$ cat config.mk
export PLATFORM = sky130hd
export DESIGN_NAME = load_store_unit
export DESIGN_NICKNAME = d
export VERILOG_FILES = /design/src/rtl/load_store_unit.sv
export SDC_FILE = /design/constraint.sdc
export NUM_CORES = 1
export LEC_CHECK = 0
export CAP_MARGIN = 30
export CORE_MARGIN = 3
export CORE_UTILIZATION = 64
export DETAILED_ROUTE_END_ITERATION = 8
export DONT_BUFFER_PORTS = 1
export PLACE_DENSITY = 0.8
export SYNTH_ARGS = -nofsm -noshare
export SYNTH_HDL_FRONTEND = slang
export SYNTH_SLANG_ARGS = --single-unit
export TNS_END_PERCENT = 1
$ cat constraint.sdc
create_clock -name clk -period 2.9 [get_ports clk]
set_input_delay 0.58 -clock clk [delete_from_list [all_inputs] [get_ports clk]]
set_output_delay 0.58 -clock clk [all_outputs]
set_load 0.01 [all_outputs]
$ cat src/rtl/load_store_unit.sv
// Load/store unit: single-outstanding req/gnt/rvalid data-memory access with lane steering and load extension.
// Optional build macro LSU_MISALIGN_TRAP_EN turns misaligned H/W accesses into lsu_err instead of aligning them down.
module load_store_unit #(
    parameter int unsigned TIMEOUT_CYCLES = 32'd255
) (
    input  logic        clk,
    input  logic        rst_n,
    input  logic        req_valid,
    output logic        req_ready,
    input  logic        mem_read,
    input  logic        mem_write,
    input  logic [2:0]  funct3,
    input  logic [31:0] addr,
    input  logic [31:0] wdata,
    input  logic [4:0]  rd,
    output logic        dmem_req,
    output logic        dmem_we,
    output logic [31:0] dmem_addr,
    output logic [3:0]  dmem_be,
    output logic [31:0] dmem_wdata,
    input  logic        dmem_gnt,
    input  logic        dmem_rvalid,
    input  logic [31:0] dmem_rdata,
    output logic        wb_valid,
    output logic [4:0]  wb_rd,
    output logic [31:0] wb_data,
    output logic        store_done,
    output logic        lsu_err
);

    typedef enum logic [1:0] {
        ST_IDLE = 2'd0,
        ST_REQ  = 2'd1,
        ST_WAIT = 2'd2,
        ST_RESP = 2'd3
    } state_t;

    localparam int unsigned CW = (TIMEOUT_CYCLES < 32'd2) ? 1 : $clog2(TIMEOUT_CYCLES);
    localparam logic [CW-1:0] TMO_LAST = CW'(TIMEOUT_CYCLES - 32'd1);
    localparam logic TMO_EN = (TIMEOUT_CYCLES != 32'd0);

    // H uses only addr[1] and W no offset bits, which aligns misaligned accesses down.
    function automatic logic [3:0] calc_be(input logic [2:0] f3, input logic [1:0] a);
        case (f3[1:0])
            2'b00:   return 4'b0001 << a;
            2'b01:   return 4'b0011 << {a[1], 1'b0};
            default: return 4'b1111;
        endcase
    endfunction

    function automatic logic [31:0] calc_wdata(input logic [2:0] f3, input logic [31:0] d);
        case (f3[1:0])
            2'b00:   return {4{d[7:0]}};
            2'b01:   return {2{d[15:0]}};
            default: return d;
        endcase
    endfunction

    function automatic logic [31:0] extend_load(input logic [2:0] f3, input logic [1:0] a,
                                                input logic [31:0] d);
        logic [31:0] sh;
        case (f3[1:0])
            2'b00:   sh = d >> {a, 3'b000};
            2'b01:   sh = d >> {a[1], 4'b0000};
            default: sh = d;
        endcase
        case (f3)
            3'b000:  return {{24{sh[7]}}, sh[7:0]};
            3'b100:  return {24'd0, sh[7:0]};
            3'b001:  return {{16{sh[15]}}, sh[15:0]};
            3'b101:  return {16'd0, sh[15:0]};
            default: return sh;
        endcase
    endfunction

    state_t        state_r;
    logic [CW-1:0] cnt_r;
    logic [2:0]    f3_r;
    logic [1:0]    off_r;
    logic [4:0]    rd_r;
    logic          req_ready_r, dmem_req_r, dmem_we_r, wb_valid_r, store_done_r, lsu_err_r;
    logic [31:0]   dmem_addr_r, dmem_wdata_r, wb_data_r;
    logic [3:0]    dmem_be_r;
    logic [4:0]    wb_rd_r;

    logic is_access_s, f3_ok_s, misalign_s, illegal_s, tmo_hit_s;

    // Request legality decode and timeout detection.
    always_comb begin
        is_access_s = mem_read | mem_write;
        case (funct3)
            3'b000, 3'b001, 3'b010, 3'b100, 3'b101: f3_ok_s = 1'b1;
            default:                                f3_ok_s = 1'b0;
        endcase
`ifdef LSU_MISALIGN_TRAP_EN
        misalign_s = ((funct3[1:0] == 2'b01) && addr[0]) ||
                     ((funct3[1:0] == 2'b10) && (addr[1:0] != 2'b00));
`else
        misalign_s = 1'b0;
`endif
        illegal_s = (mem_read & mem_write) | ~f3_ok_s | (funct3[2] & mem_write) | misalign_s;
        tmo_hit_s = TMO_EN && (cnt_r == TMO_LAST);
    end

    // Access FSM; every output is a register updated here.
    always_ff @(posedge clk or negedge rst_n) begin
        if (!rst_n) begin
            state_r      <= ST_IDLE;
            cnt_r        <= '0;
            f3_r         <= 3'd0;
            off_r        <= 2'd0;
            rd_r         <= 5'd0;
            req_ready_r  <= 1'b1;
            dmem_req_r   <= 1'b0;
            dmem_we_r    <= 1'b0;
            dmem_addr_r  <= 32'd0;
            dmem_be_r    <= 4'd0;
            dmem_wdata_r <= 32'd0;
            wb_valid_r   <= 1'b0;
            wb_rd_r      <= 5'd0;
            wb_data_r    <= 32'd0;
            store_done_r <= 1'b0;
            lsu_err_r    <= 1'b0;
        end else begin
            wb_valid_r   <= 1'b0;
            store_done_r <= 1'b0;
            lsu_err_r    <= 1'b0;
            case (state_r)
                ST_IDLE: begin
                    if (req_valid && is_access_s) begin
                        if (illegal_s) begin
                            lsu_err_r <= 1'b1;
                        end else begin
                            state_r      <= ST_REQ;
                            cnt_r        <= '0;
                            req_ready_r  <= 1'b0;
                            dmem_req_r   <= 1'b1;
                            dmem_we_r    <= mem_write;
                            dmem_addr_r  <= {addr[31:2], 2'b00};
                            dmem_be_r    <= calc_be(funct3, addr[1:0]);
                            dmem_wdata_r <= calc_wdata(funct3, wdata);
                            f3_r         <= funct3;
                            off_r        <= addr[1:0];
                            rd_r         <= rd;
                        end
                    end
                end
                ST_REQ: begin
                    // A grant arriving on the timeout cycle still completes the access.
                    if (dmem_gnt) begin
                        dmem_req_r <= 1'b0;
                        if (dmem_we_r) begin
                            state_r      <= ST_IDLE;
                            req_ready_r  <= 1'b1;
                            store_done_r <= 1'b1;
                        end else begin
                            state_r <= ST_WAIT;
                            cnt_r   <= cnt_r + CW'(1);
                        end
                    end else if (tmo_hit_s) begin
                        state_r     <= ST_IDLE;
                        req_ready_r <= 1'b1;
                        dmem_req_r  <= 1'b0;
                        lsu_err_r   <= 1'b1;
                    end else begin
                        cnt_r <= cnt_r + CW'(1);
                    end
                end
                ST_WAIT: begin
                    if (dmem_rvalid) begin
                        state_r    <= ST_RESP;
                        wb_valid_r <= 1'b1;
                        wb_rd_r    <= rd_r;
                        wb_data_r  <= extend_load(f3_r, off_r, dmem_rdata);
                    end else if (tmo_hit_s) begin
                        state_r     <= ST_IDLE;
                        req_ready_r <= 1'b1;
                        lsu_err_r   <= 1'b1;
                    end else begin
                        cnt_r <= cnt_r + CW'(1);
                    end
                end
                ST_RESP: begin
                    state_r     <= ST_IDLE;
                    req_ready_r <= 1'b1;
                end
                default: begin
                    state_r     <= ST_IDLE;
                    req_ready_r <= 1'b1;
                    dmem_req_r  <= 1'b0;
                end
            endcase
        end
    end

    assign req_ready  = req_ready_r;
    assign dmem_req   = dmem_req_r;
    assign dmem_we    = dmem_we_r;
    assign dmem_addr  = dmem_addr_r;
    assign dmem_be    = dmem_be_r;
    assign dmem_wdata = dmem_wdata_r;
    assign wb_valid   = wb_valid_r;
    assign wb_rd      = wb_rd_r;
    assign wb_data    = wb_data_r;
    assign store_done = store_done_r;
    assign lsu_err    = lsu_err_r;

endmodule

==> flow_summary.toml <==
[clock_tree]
cts_buffers = 17
cts_root_buf = "clkbuf_8"
tritoncts = "yes"
cts_buffer_depth = 2
clock_sinks = 129
clk_pin_slew_ns = 0.07
htree_levels = 4
clk_latency_ns = 0.52

[run_status]
violations = "hold timing"
status = "finished with violations"

[power]
power_leakage_nw = 3.36
power_density_mw_per_mm2 = 1170
ir_drop_mv = 0.624
power_w = 0.00822

[placed_design]
dpl.hpwl_mm = 10.7
placed_cell_area_sq_mm = 0.00643
portBuffers = 0
dp.cells = 699
gp_congestion = 0.941

[logic_synthesis]
yosysTopAreaCellShare_pct = 49.7
synth_cells = 605
synth.area.top_cells = "dfrtp_1 (50%), mux2_4 (11%), nand2_1 (5.1%)"
ys_ff_latch = 129
yosysMostFrequentCell = "dfrtp_1"
ys_types = 60
syn-mean-instance-area_sq_um = 10.6
ys_seq_area_share_pct = 50.1
synth_area_sq_mm = 0.00644
async_reset_ff_share_pct = 100
dominantRegCellSynth = "dfrtp_1"
netlist_top_cells_count = "dfrtp_1 (128), nand2_1 (88), o21ai_0 (48)"
synth.largest_area_cell = "dfrtp_1"
yosysWarnings = 0
synth_edf_count = 0

[critical_path]
critPathKind = "flip-flop to flip-flop"
rr_startpoint = "state_r[0]$_DFFE_PN0P_"
rr_endpoint = "cnt_r[1]$_DFFE_PN0P_"
cp.required_ns = 3.30
path_max_fanout = 19
crit_chain = "inv_1 -> ha_1 -> nand2_4 -> inv_2 -> or3_1 -> a21oi_1 -> mux2_2"
slowest_stage = "or3_1"
r2r_cells = 7
critPathArrivalTime_ns = 2.78
reg2reg_setup_slack_ns = 0.52
crit_path_start_kind = "flip-flop"
endpoint_kind = "flip-flop"
cp_slowest_stage_delay_ns = 0.43

[die]
core_sq_mm = 0.00950
start_util_pct = 67.8
fp-row-count = 35
dieArea_sq_mm = 0.0113
ios = 222
die_h_um = 106
chipWidth_um = 106

[routing]
wl_mm = 15.4
detail_route.iter0.violations = 349
firstDrtPassIters = 6
via_count = 4598
routedWlPerCell_um = 21.1
drtAntennaViolNets = 0
vias_per_cell = 6.29
drc = 0

[sta]
tightestPinTransition_ns = 1.03
min_period_over_period_pct = 82.1
fin_hold_ws_ns = -0.246
finalMaxSlewViolations = 0
hold_violations = 129
period_minus_slack_ns = 2.38
fin_setup_tns_ns = 0
setup_viol_count_final = 0
relSlewSlack_pct = 30.8
max_freq_mhz = 420
rsz0062_at_grt = "no"
finClkSkew_ns = 0.0116

[global_route]
grt-ovfl-total = 0
grt_pass1_vias = 4685
antenna_found_initial = 0
grt_max_degree = 130
grt.total_usage_pct = 27.7
grt_first_pass_wirelength_mm = 25.0

[layout]
syn_to_final_growth_pct = 8.95
fin_area_sq_mm = 0.00702
drive_gt1_share_pct = 16.8
layout.nets = 708
n_antenna_cell = 0
fin_cells = 731

[hold_path]
hold_class = "input pin to asynchronous set/reset pin"

[job]
drv_cap = 0
## placed cells by master, fill, tap and decap left out, drive strengths merged, types with 4 or more instances in the layout
master and n:
dfrtp 128, o31ai 4, nand2b 6, buf 7
a21oi 36, mux2i 24, a21o 4, o21ai 59
mux2 48, o22ai 7, inv 32, o2111a 6
a22o 8, nor2b 5, a31oi 9, nand2 89
o31a 5, ha 8, clkbuf 18, nor3 5
o22a 9, nor2 38
## worst max-delay path by stage
stage                                 startpoint  slack (ns)                       to
after floorplan           state_r[0]$_DFFE_PN0P_        0.86     cnt_r[1]$_DFFE_PN0P_
after global placement    state_r[0]$_DFFE_PN0P_        0.69     cnt_r[1]$_DFFE_PN0P_
after detailed placement     f3_r[0]$_DFFE_PN0P_        0.58  wb_data[24]$_DFFE_PN0P_
after CTS                 state_r[0]$_DFFE_PN0P_        0.56     cnt_r[1]$_DFFE_PN0P_
after global routing      state_r[0]$_DFFE_PN0P_        0.36  wb_data[26]$_DFFE_PN0P_
final                     state_r[0]$_DFFE_PN0P_        0.52     cnt_r[1]$_DFFE_PN0P_
## layer usage
| layer | share of wire (%) | global-route usage [%] |
|---|---|---|
| met1 | 39 | 34.1 |
| met2 | 50 | 47.1 |
| met3 | 9.2 | 9.47 |
| met5 | 0 | 0 |
| met4 | 1.7 | 6.94 |
## what timing repair did
| action | in CTS | in global routing |
|---|---|---|
| endpoints found under the hold margin | 129 | 129 |
| gates resized for setup | 0 | 0 |
| buffers inserted | 0 | 0 |
## final cells by class
cell class	instances	area, sq um
fillers	620	2480
multi-input cells	410	2890
clock buffers	18	418
flip-flops and latches	129	3230
well taps	129	161
clock inverters	14	169
inverters	24	90.1
repair buffers	7	65.1
## stage by stage
stage	hold slack [ns]	util, %	setup WS [ns]
2_1_floorplan	0.284	-	0.858
3_3_place_gp	0.287	67.7	0.694
3_5_place_dp	0.287	67.7	0.581
4_1_cts	-0.257	73.9	0.562
5_1_grt	-0.267	73.9	0.362
6_report	-0.246	73.9	0.519
## state kept, by name, indices dropped and copies added, names as in the netlist
name and flops:
dmem_wdata 32, wb_data 32, dmem_addr 30, cnt_r 8, rd_r 5, wb_rd 5, dmem_be 4, f3_r 3
off_r 2, state_r 2, dmem_req 1, dmem_we 1, lsu_err 1, req_ready 1, store_done 1, wb_valid 1
## critical path, delay by kind of cell (launching register included)
kind | cells | cell delay (ns)
flops | 1 | 0.41
buf+inv | 2 | 0.20
mux | 1 | 0.38
simple gates | 2 | 0.65
fa+ha+maj | 1 | 0.31
compound gates | 1 | 0.33
## logic make-up after synthesis
| logic type | synth area share (%) |
|---|---|
| AO/OA/AOI/OAI | 17.4 |
| AND/OR/NAND/NOR | 10.8 |
| flip-flops | 50.1 |
| multiplexers | 14.8 |
| buffers and inverters | 5.20 |
| adder cells (fa/ha/maj) | 1.55 |
| other | 0.0582 |
## power breakdown
part,internal (W),total [W],switching [W]
combinational,0.00121,0.00240,0.00119
sequential,0.00264,0.00371,0.00107
clock,0.00125,0.00211,0.000851
total,0.00510,0.00822,0.00311
(Power assumes the default switching activity.)
